`src/rtl/cp0_timer_multi_pkg.sv`:
```
// Shared constants for the multi-channel CP0 count/compare timer:
// register map, CTRL field positions and enable encodings.
package cp0_timer_multi_pkg;

   localparam int TMR_COUNT   = 0;
   localparam int TMR_CTRL    = 1;
   localparam int TMR_STATUS  = 2;
   localparam int TMR_IMASK   = 3;
   localparam int TMR_CH_BASE = 8;

   localparam int CTRL_EN_BIT  = 0;
   localparam int CTRL_PSC_LSB = 8;

   localparam logic TIMER_ENABLE  = 1'b1;
   localparam logic TIMER_DISABLE = 1'b0;

   // Each channel owns an adjacent COMPARE/PERIOD address pair
   function automatic int ch_cmp_addr(input int k);
      return TMR_CH_BASE + 2 * k;
   endfunction

   function automatic int ch_per_addr(input int k);
      return TMR_CH_BASE + 2 * k + 1;
   endfunction

endpackage

```
`src/rtl/cp0_timer_ch.sv`:
```
// One compare channel: COMPARE, PERIOD and sticky pending bit, with
// optional auto-advance of COMPARE by PERIOD on every match.
module cp0_timer_ch #(
   parameter int DATA_W = 32
) (
   input  logic              clk,
   input  logic              rst,
   input  logic              match_en,
   input  logic [DATA_W-1:0] count_next,
   input  logic              cmp_we,
   input  logic              per_we,
   input  logic [DATA_W-1:0] wdata,
   input  logic              w1c,
   output logic [DATA_W-1:0] compare,
   output logic [DATA_W-1:0] period,
   output logic              pending
);

   logic [DATA_W-1:0] compare_r;
   logic [DATA_W-1:0] period_r;
   logic              pending_r;
   logic              match_s;

   assign match_s = match_en && (count_next == compare_r);

   // COMPARE: software write beats the periodic auto-advance
   always_ff @(posedge clk or posedge rst) begin
      if (rst) begin
         compare_r <= {DATA_W{1'b0}};
      end else if (cmp_we) begin
         compare_r <= wdata;
      end else if (match_s && (period_r != {DATA_W{1'b0}})) begin
         compare_r <= compare_r + period_r;
      end
   end

   // PERIOD: plain load, zero selects one-shot mode
   always_ff @(posedge clk or posedge rst) begin
      if (rst) begin
         period_r <= {DATA_W{1'b0}};
      end else if (per_we) begin
         period_r <= wdata;
      end
   end

   // Pending: COMPARE write clears, a match sets, and a set beats W1C
   always_ff @(posedge clk or posedge rst) begin
      if (rst) begin
         pending_r <= 1'b0;
      end else if (cmp_we) begin
         pending_r <= 1'b0;
      end else if (match_s) begin
         pending_r <= 1'b1;
      end else if (w1c) begin
         pending_r <= 1'b0;
      end
   end

   assign compare = compare_r;
   assign period  = period_r;
   assign pending = pending_r;

endmodule

```
`src/rtl/cp0_timer_multi.sv`:
```
// CP0 free-running COUNT with prescaler, NUM_CH compare channels,
// overflow sticky bit, interrupt masking and the mfc0 read mux.
module cp0_timer_multi
   import cp0_timer_multi_pkg::*;
#(
   parameter int DATA_W     = 32,
   parameter int NUM_CH     = 2,
   parameter int PRESCALE_W = 8,
   parameter int ADDR_W     = 5
) (
   input  logic              clk,
   input  logic              rst,
   input  logic              we_i,
   input  logic [ADDR_W-1:0] waddr_i,
   input  logic [DATA_W-1:0] data_i,
   input  logic [ADDR_W-1:0] raddr_i,
   output logic [DATA_W-1:0] data_o,
   output logic [NUM_CH-1:0] timer_int_o,
   output logic              irq_any_o
);

   logic [DATA_W-1:0]     count_r;
   logic [PRESCALE_W-1:0] psc_cnt_r;
   logic                  en_r;
   logic [PRESCALE_W-1:0] psc_r;
   logic [NUM_CH-1:0]     imask_r;
   logic                  ovf_r;

   logic                  tick_s;
   logic                  count_we_s;
   logic                  ctrl_we_s;
   logic                  status_we_s;
   logic                  imask_we_s;
   logic                  match_en_s;
   logic                  ovf_set_s;
   logic [DATA_W-1:0]     count_next_s;
   logic [NUM_CH-1:0]     w1c_s;
   logic [NUM_CH-1:0]     ch_pending_s;
   logic [NUM_CH-1:0]     ch_cmp_we_s;
   logic [NUM_CH-1:0]     ch_per_we_s;
   logic [DATA_W-1:0]     ch_compare_s [NUM_CH];
   logic [DATA_W-1:0]     ch_period_s  [NUM_CH];
   logic [DATA_W-1:0]     ch_rdata_s;
   logic [DATA_W-1:0]     rdata_s;

   assign count_we_s  = we_i && (waddr_i == ADDR_W'(TMR_COUNT));
   assign ctrl_we_s   = we_i && (waddr_i == ADDR_W'(TMR_CTRL));
   assign status_we_s = we_i && (waddr_i == ADDR_W'(TMR_STATUS));
   assign imask_we_s  = we_i && (waddr_i == ADDR_W'(TMR_IMASK));

   assign tick_s       = (en_r == TIMER_ENABLE) && (psc_cnt_r == psc_r);
   assign count_next_s = count_r + {{(DATA_W-1){1'b0}}, 1'b1};
   // A COUNT write suppresses both the increment and match evaluation
   assign match_en_s   = tick_s && !count_we_s;
   assign ovf_set_s    = match_en_s && (count_r == {DATA_W{1'b1}});
   assign w1c_s        = status_we_s ? data_i[NUM_CH-1:0] : {NUM_CH{1'b0}};

   // Prescaler and COUNT; a COUNT write also restarts the prescaler
   always_ff @(posedge clk or posedge rst) begin
      if (rst) begin
         count_r   <= {DATA_W{1'b0}};
         psc_cnt_r <= {PRESCALE_W{1'b0}};
      end else if (count_we_s) begin
         count_r   <= data_i;
         psc_cnt_r <= {PRESCALE_W{1'b0}};
      end else if (en_r == TIMER_ENABLE) begin
         if (tick_s) begin
            count_r   <= count_next_s;
            psc_cnt_r <= {PRESCALE_W{1'b0}};
         end else begin
            psc_cnt_r <= psc_cnt_r + {{(PRESCALE_W-1){1'b0}}, 1'b1};
         end
      end
   end

   // CTRL and IMASK registers
   always_ff @(posedge clk or posedge rst) begin
      if (rst) begin
         en_r    <= TIMER_DISABLE;
         psc_r   <= {PRESCALE_W{1'b0}};
         imask_r <= {NUM_CH{1'b0}};
      end else begin
         if (ctrl_we_s) begin
            en_r  <= data_i[CTRL_EN_BIT];
            psc_r <= data_i[CTRL_PSC_LSB +: PRESCALE_W];
         end
         if (imask_we_s) begin
            imask_r <= data_i[NUM_CH-1:0];
         end
      end
   end

   // Overflow sticky bit; a wrap in the same cycle beats the W1C
   always_ff @(posedge clk or posedge rst) begin
      if (rst) begin
         ovf_r <= 1'b0;
      end else if (ovf_set_s) begin
         ovf_r <= 1'b1;
      end else if (status_we_s && data_i[NUM_CH]) begin
         ovf_r <= 1'b0;
      end
   end

   for (genvar k = 0; k < NUM_CH; k++) begin : g_ch
      assign ch_cmp_we_s[k] = we_i && (waddr_i == ADDR_W'(ch_cmp_addr(k)));
      assign ch_per_we_s[k] = we_i && (waddr_i == ADDR_W'(ch_per_addr(k)));

      cp0_timer_ch #(
         .DATA_W (DATA_W)
      ) u_ch (
         .clk        (clk),
         .rst        (rst),
         .match_en   (match_en_s),
         .count_next (count_next_s),
         .cmp_we     (ch_cmp_we_s[k]),
         .per_we     (ch_per_we_s[k]),
         .wdata      (data_i),
         .w1c        (w1c_s[k]),
         .compare    (ch_compare_s[k]),
         .period     (ch_period_s[k]),
         .pending    (ch_pending_s[k])
      );
   end

   // Channel register read: at most one address hits, so OR-reduce
   always_comb begin
      ch_rdata_s = {DATA_W{1'b0}};
      for (int k = 0; k < NUM_CH; k++) begin
         ch_rdata_s = ch_rdata_s
                    | ((raddr_i == ADDR_W'(ch_cmp_addr(k))) ? ch_compare_s[k] : {DATA_W{1'b0}})
                    | ((raddr_i == ADDR_W'(ch_per_addr(k))) ? ch_period_s[k]  : {DATA_W{1'b0}});
      end
   end

   // mfc0 read mux, pre-write contents only
   always_comb begin
      rdata_s = {DATA_W{1'b0}};
      case (raddr_i)
         ADDR_W'(TMR_COUNT):  rdata_s = count_r;
         ADDR_W'(TMR_CTRL):   rdata_s = DATA_W'({psc_r, 7'b0000000, en_r});
         ADDR_W'(TMR_STATUS): rdata_s = DATA_W'({ovf_r, ch_pending_s});
         ADDR_W'(TMR_IMASK):  rdata_s = DATA_W'(imask_r);
         default:             rdata_s = ch_rdata_s;
      endcase
   end

   assign data_o      = rdata_s;
   assign timer_int_o = ch_pending_s & imask_r;
   assign irq_any_o   = |timer_int_o;

endmodule

```
`config.mk`:
```
export PLATFORM = sky130hd
export DESIGN_NAME = cp0_timer_multi
export DESIGN_NICKNAME = d
export VERILOG_FILES = /design/src/rtl/cp0_timer_multi_pkg.sv /design/src/rtl/cp0_timer_ch.sv /design/src/rtl/cp0_timer_multi.sv
export SDC_FILE = /design/constraint.sdc
export NUM_CORES = 1
export LEC_CHECK = 0
export ABC_AREA = 1
export BUFFER_PORTS_ARGS = -buffer_cell sky130_fd_sc_hd__buf_4
export CORE_MARGIN = 4
export CORE_UTILIZATION = 42
export DETAILED_ROUTE_END_ITERATION = 10
export PLACE_DENSITY = 0.59
export SKIP_CTS_REPAIR_TIMING = 1
export SLEW_MARGIN = 15
export SYNTH_ARGS = -nofsm -noshare
export SYNTH_HDL_FRONTEND = slang
export SYNTH_SLANG_ARGS = --single-unit
```
`constraint.sdc`:
```
create_clock -name clk -period 5.8 [get_ports clk]
set_input_delay 1.16 -clock clk [delete_from_list [all_inputs] [get_ports clk]]
set_output_delay 1.16 -clock clk [all_outputs]
set_load 0.02 [all_outputs]
```
==> summary.txt <==
Drt
  – Routed met3 length: 5050 um
  – Routed wire length: 61000 um
  – Routed wire per std cell: 21.5 um
  – Via count: 16600
  – Vias per inst: 5.85
  – Iter 0 DRT Violations: 1636
  – DR pass1 iterations: 5
  – Uppermost layer routed: met4
  – ANT nets after route: 0
  – Residual DRC count: 0
  – Metal1 wirelength: 28100 um
  – Routed wl met2: 26100 um

Run
  – Number of max-cap violations: 0

Final layout
  – Area taken by multi-input logic gates: 9110 um^2
  – Most common cell after layout, fill and taps aside: nand2_1
  – Register area: 4550 um^2
  – Layout cells sized above 1: 0.0773
  – Net count, final: 2479
  – Commonest non-fill, non-tap cells in the layout: 686 x nand2_1, 273 x inv_1, 253 x nand3_1
  – Filler cells: 3711
  – Synth-to-layout area growth: 10.8%

Setup path
  – Worst flop-to-flop path startpoint: count_r[0]
  – Cell count of the worst reg-to-reg path: 16
  – CP arrival: 3.08 ns
  – Crit path from: raddr_i[3]
  – Flop2flop setup slack: 1.87 ns
  – Worst Setup EP: data_o[15]
  – CP Max Fanout: 7
  – Setup Crit Path Kind: in2out
  – Worst setup EP type: primary output
  – WP data required: 4.64 ns
  – Worst reg2reg path endpoint: g_ch[0].u_ch.compare[22]
  – Critical Path Start Type: input port

Clocking
  – CTS Buf Count: 17
  – Clock buffer depth: 2
  – CTS sink count: 182
  – # H-tree levels: 4
  – CTS tree: built
  – Worst-path clk slew: 0.08 ns
  – Latest clock arrival within the worst-skew pair: 0.46 ns
  – Root buf cell: clkbuf_16

Floorplan
  – Die X: 197 um
  – Die ar.: 38800 um^2
  – # IOs: 80
  – Initial Utilization: 0.430
  – Num rows: 68
  – Core area: 34900 um^2
  – Die height: 197 um

Synthesis
  – Syn Inst Count: 2321
  – Compound-cell area share of the yosys netlist: 0.192
  – Share of the synthesized area in the top cell type: 0.303
  – Xor and xnor area share after synthesis: 0.0104
  – Syn nets: 2432
  – Mux contribution to synthesized area: 0
  – Post-synthesis simple-gate area fraction: 0.347
  – Post-synth EDFFs: 0
  – #FFs+latches synth: 182
  – Synth Flop Type: dfrtp_1
  – Average size of a mapped cell: 6.47 um^2
  – Synth async-reset ratio: 1.00
  – Post-Syn Area: 15000 um^2
  – Post-Synth Adder-Cell Area: 0.0560
  – Area contributors post-synth: dfrtp_1 30%, nand2_1 17%, nand3_1 8.4%
  – Synth warn: 0
  – Distinct cells, synth: 45
  – Yosys top cell by area: dfrtp_1
  – Sequential area share after synthesis: 0.303
  – Largest family of logic cells by synthesized area: simple AND/OR/NAND/NOR gates

Hold path
  – HP Class: reg2reg

Timing
  – Fin crit period: 4.24 ns
  – # setup viols final: 0
  – Max_slew headroom: 0.308
  – Transition time of the tightest slew-check pin: 1.04 ns
  – Clock Skew: 0.0222 ns
  – Setup TNS: 0 ns
  – Final period util: 0.731
  – Pins over their slew limit: 0
  – Fmax: 236 MHz
  – RSZ-0062 raised after global routing: no
  – Min Hold Slack: 0.524 ns
  – Fin. Hold Viols: 0

Global route
  – Largest net degree at the start of global routing: 170
  – First-pass GRT wire length: 92500 um
  – GRT Residual Overflow: 0
  – Vias in the first global route: 15300
  – Initial antenna violation count: 0
  – Total global-route track usage: 0.310

Power
  – Power density over the cells: 339 nW/um^2
  – Max IR drop VDD: 0.184 mV
  – Combinational share of power: 0.419
  – Clock Power Share: 0.215
  – Sequential share of power: 0.366
  – P_leak: 8.10 nW
  – Switching share of total power: 0.459
  – Sw Pwr: 0.00259 W
  – P_int: 0.00305 W

Place
  – Port Buffer Count: 79
  – GPL Wtd Cong: 0.973
  – Final HPWL DP: 47800 um

Outcome
  – Status: finished clean
==> metrics by stage <==
step | total power (W) | utilization | setup slack [ns] | area (um^2) | instances
floorplan | 0.00358 | - | 2.19 | 15000 | 2321
global placement | 0.00436 | 0.460 | 1.56 | 16000 | 2804
detailed placement | 0.00438 | 0.460 | 1.59 | 16000 | 2804
CTS | 0.00559 | 0.477 | 1.65 | 16600 | 2836
global route | 0.00604 | 0.477 | 1.48 | 16600 | 2836
finish | 0.00564 | 0.477 | 1.56 | 16600 | 2837
==> area by class of cell <==
cell class                      instances  area share
Clock buffer                           19      0.0266
Clock inverter                         13     0.00888
Multi-Input combinational cell       1790       0.548
Antenna cell                            1    0.000151
Timing Repair Buffer                   98      0.0450
Sequential cell                       182       0.274
Tap cell                              455      0.0342
Inverter                              279      0.0632
==> per-layer routing <==
| metal | up-vias | track usage |
|---|---|---|
| met5 | - | 0 |
| met4 | 0 | 0.0948 |
| met3 | 72 | 0.0466 |
| met2 | 736 | 0.463 |
| met1 | 7859 | 0.463 |
| li1 | 7933 | - |
==> worst max-delay path: stages <==
cell	delay [ns]
buf_4	0.13
nor3_1	0.60
nand2_1	0.41
inv_1	0.22
nand2_1	0.14
o211ai_1	0.21
buf_4	0.21
==> power groups by stage <==
stage	Combinational [W]	Sequential [W]	Clock, W
global route	0.00266	0.00209	0.00128
CTS	0.00233	0.00204	0.00122
floorplan	0.00174	0.00184	0
detailed placement	0.00232	0.00206	0
global placement	0.00230	0.00205	0
finish	0.00236	0.00207	0.00121
==> sequential cells by signal, summed over array words and instances, names as in the netlist <==
register	cells
g_ch.u_ch.compare	64
g_ch.u_ch.period	64
count_r	32
psc_cnt_r	8
psc_r	8
g_ch.u_ch.pending	2
imask_r	2
en_r	1
ovf_r	1
==> cell usage after synthesis (all sizes together) (4+ instances only) <==
library cell	n
nor2	160
a221oi	12
o21bai	4
xor2	13
or2	20
nand4	25
nand3b	15
buf	20
o221ai	38
a21o	6
nor3	21
o211ai	24
o22ai	40
nand3	255
a211oi	4
nand2	694
a21boi	5
nor4	14
a21oi	147
dfrtp	182
o21a	8
clkbuf	50
o21ai	203
inv	276
xnor2	4
ha	64
==> kinds of logic (layout without fill, tap and decap cells) <==
| family | count (synthesis) | after routing |
|---|---|---|
| AND/OR/NAND/NOR | 1209 | 1209 |
| AO/OA/AOI/OAI | 498 | 498 |
| buffers and inverters | 349 | 409 |
| flip-flops | 182 | 182 |
| adder cells (fa/ha/maj) | 66 | 66 |
| XOR/XNOR | 17 | 17 |
| other | 0 | 1 |
==> how the worst min path moves through the flow <==
stage / startpoint / end / slack, ns / depth (start not counted)
2_1_floorplan: ovf_r / ovf_r / 0.45 / 2
5_1_grt: psc_r[1] / psc_r[1] / 0.56 / 2
3_3_place_gp: psc_r[1] / psc_r[1] / 0.50 / 2
6_report: psc_r[1] / psc_r[1] / 0.52 / 2
4_1_cts: psc_r[1] / psc_r[1] / 0.52 / 2
3_5_place_dp: psc_r[1] / psc_r[1] / 0.50 / 2
(Power assumes the default switching activity.)
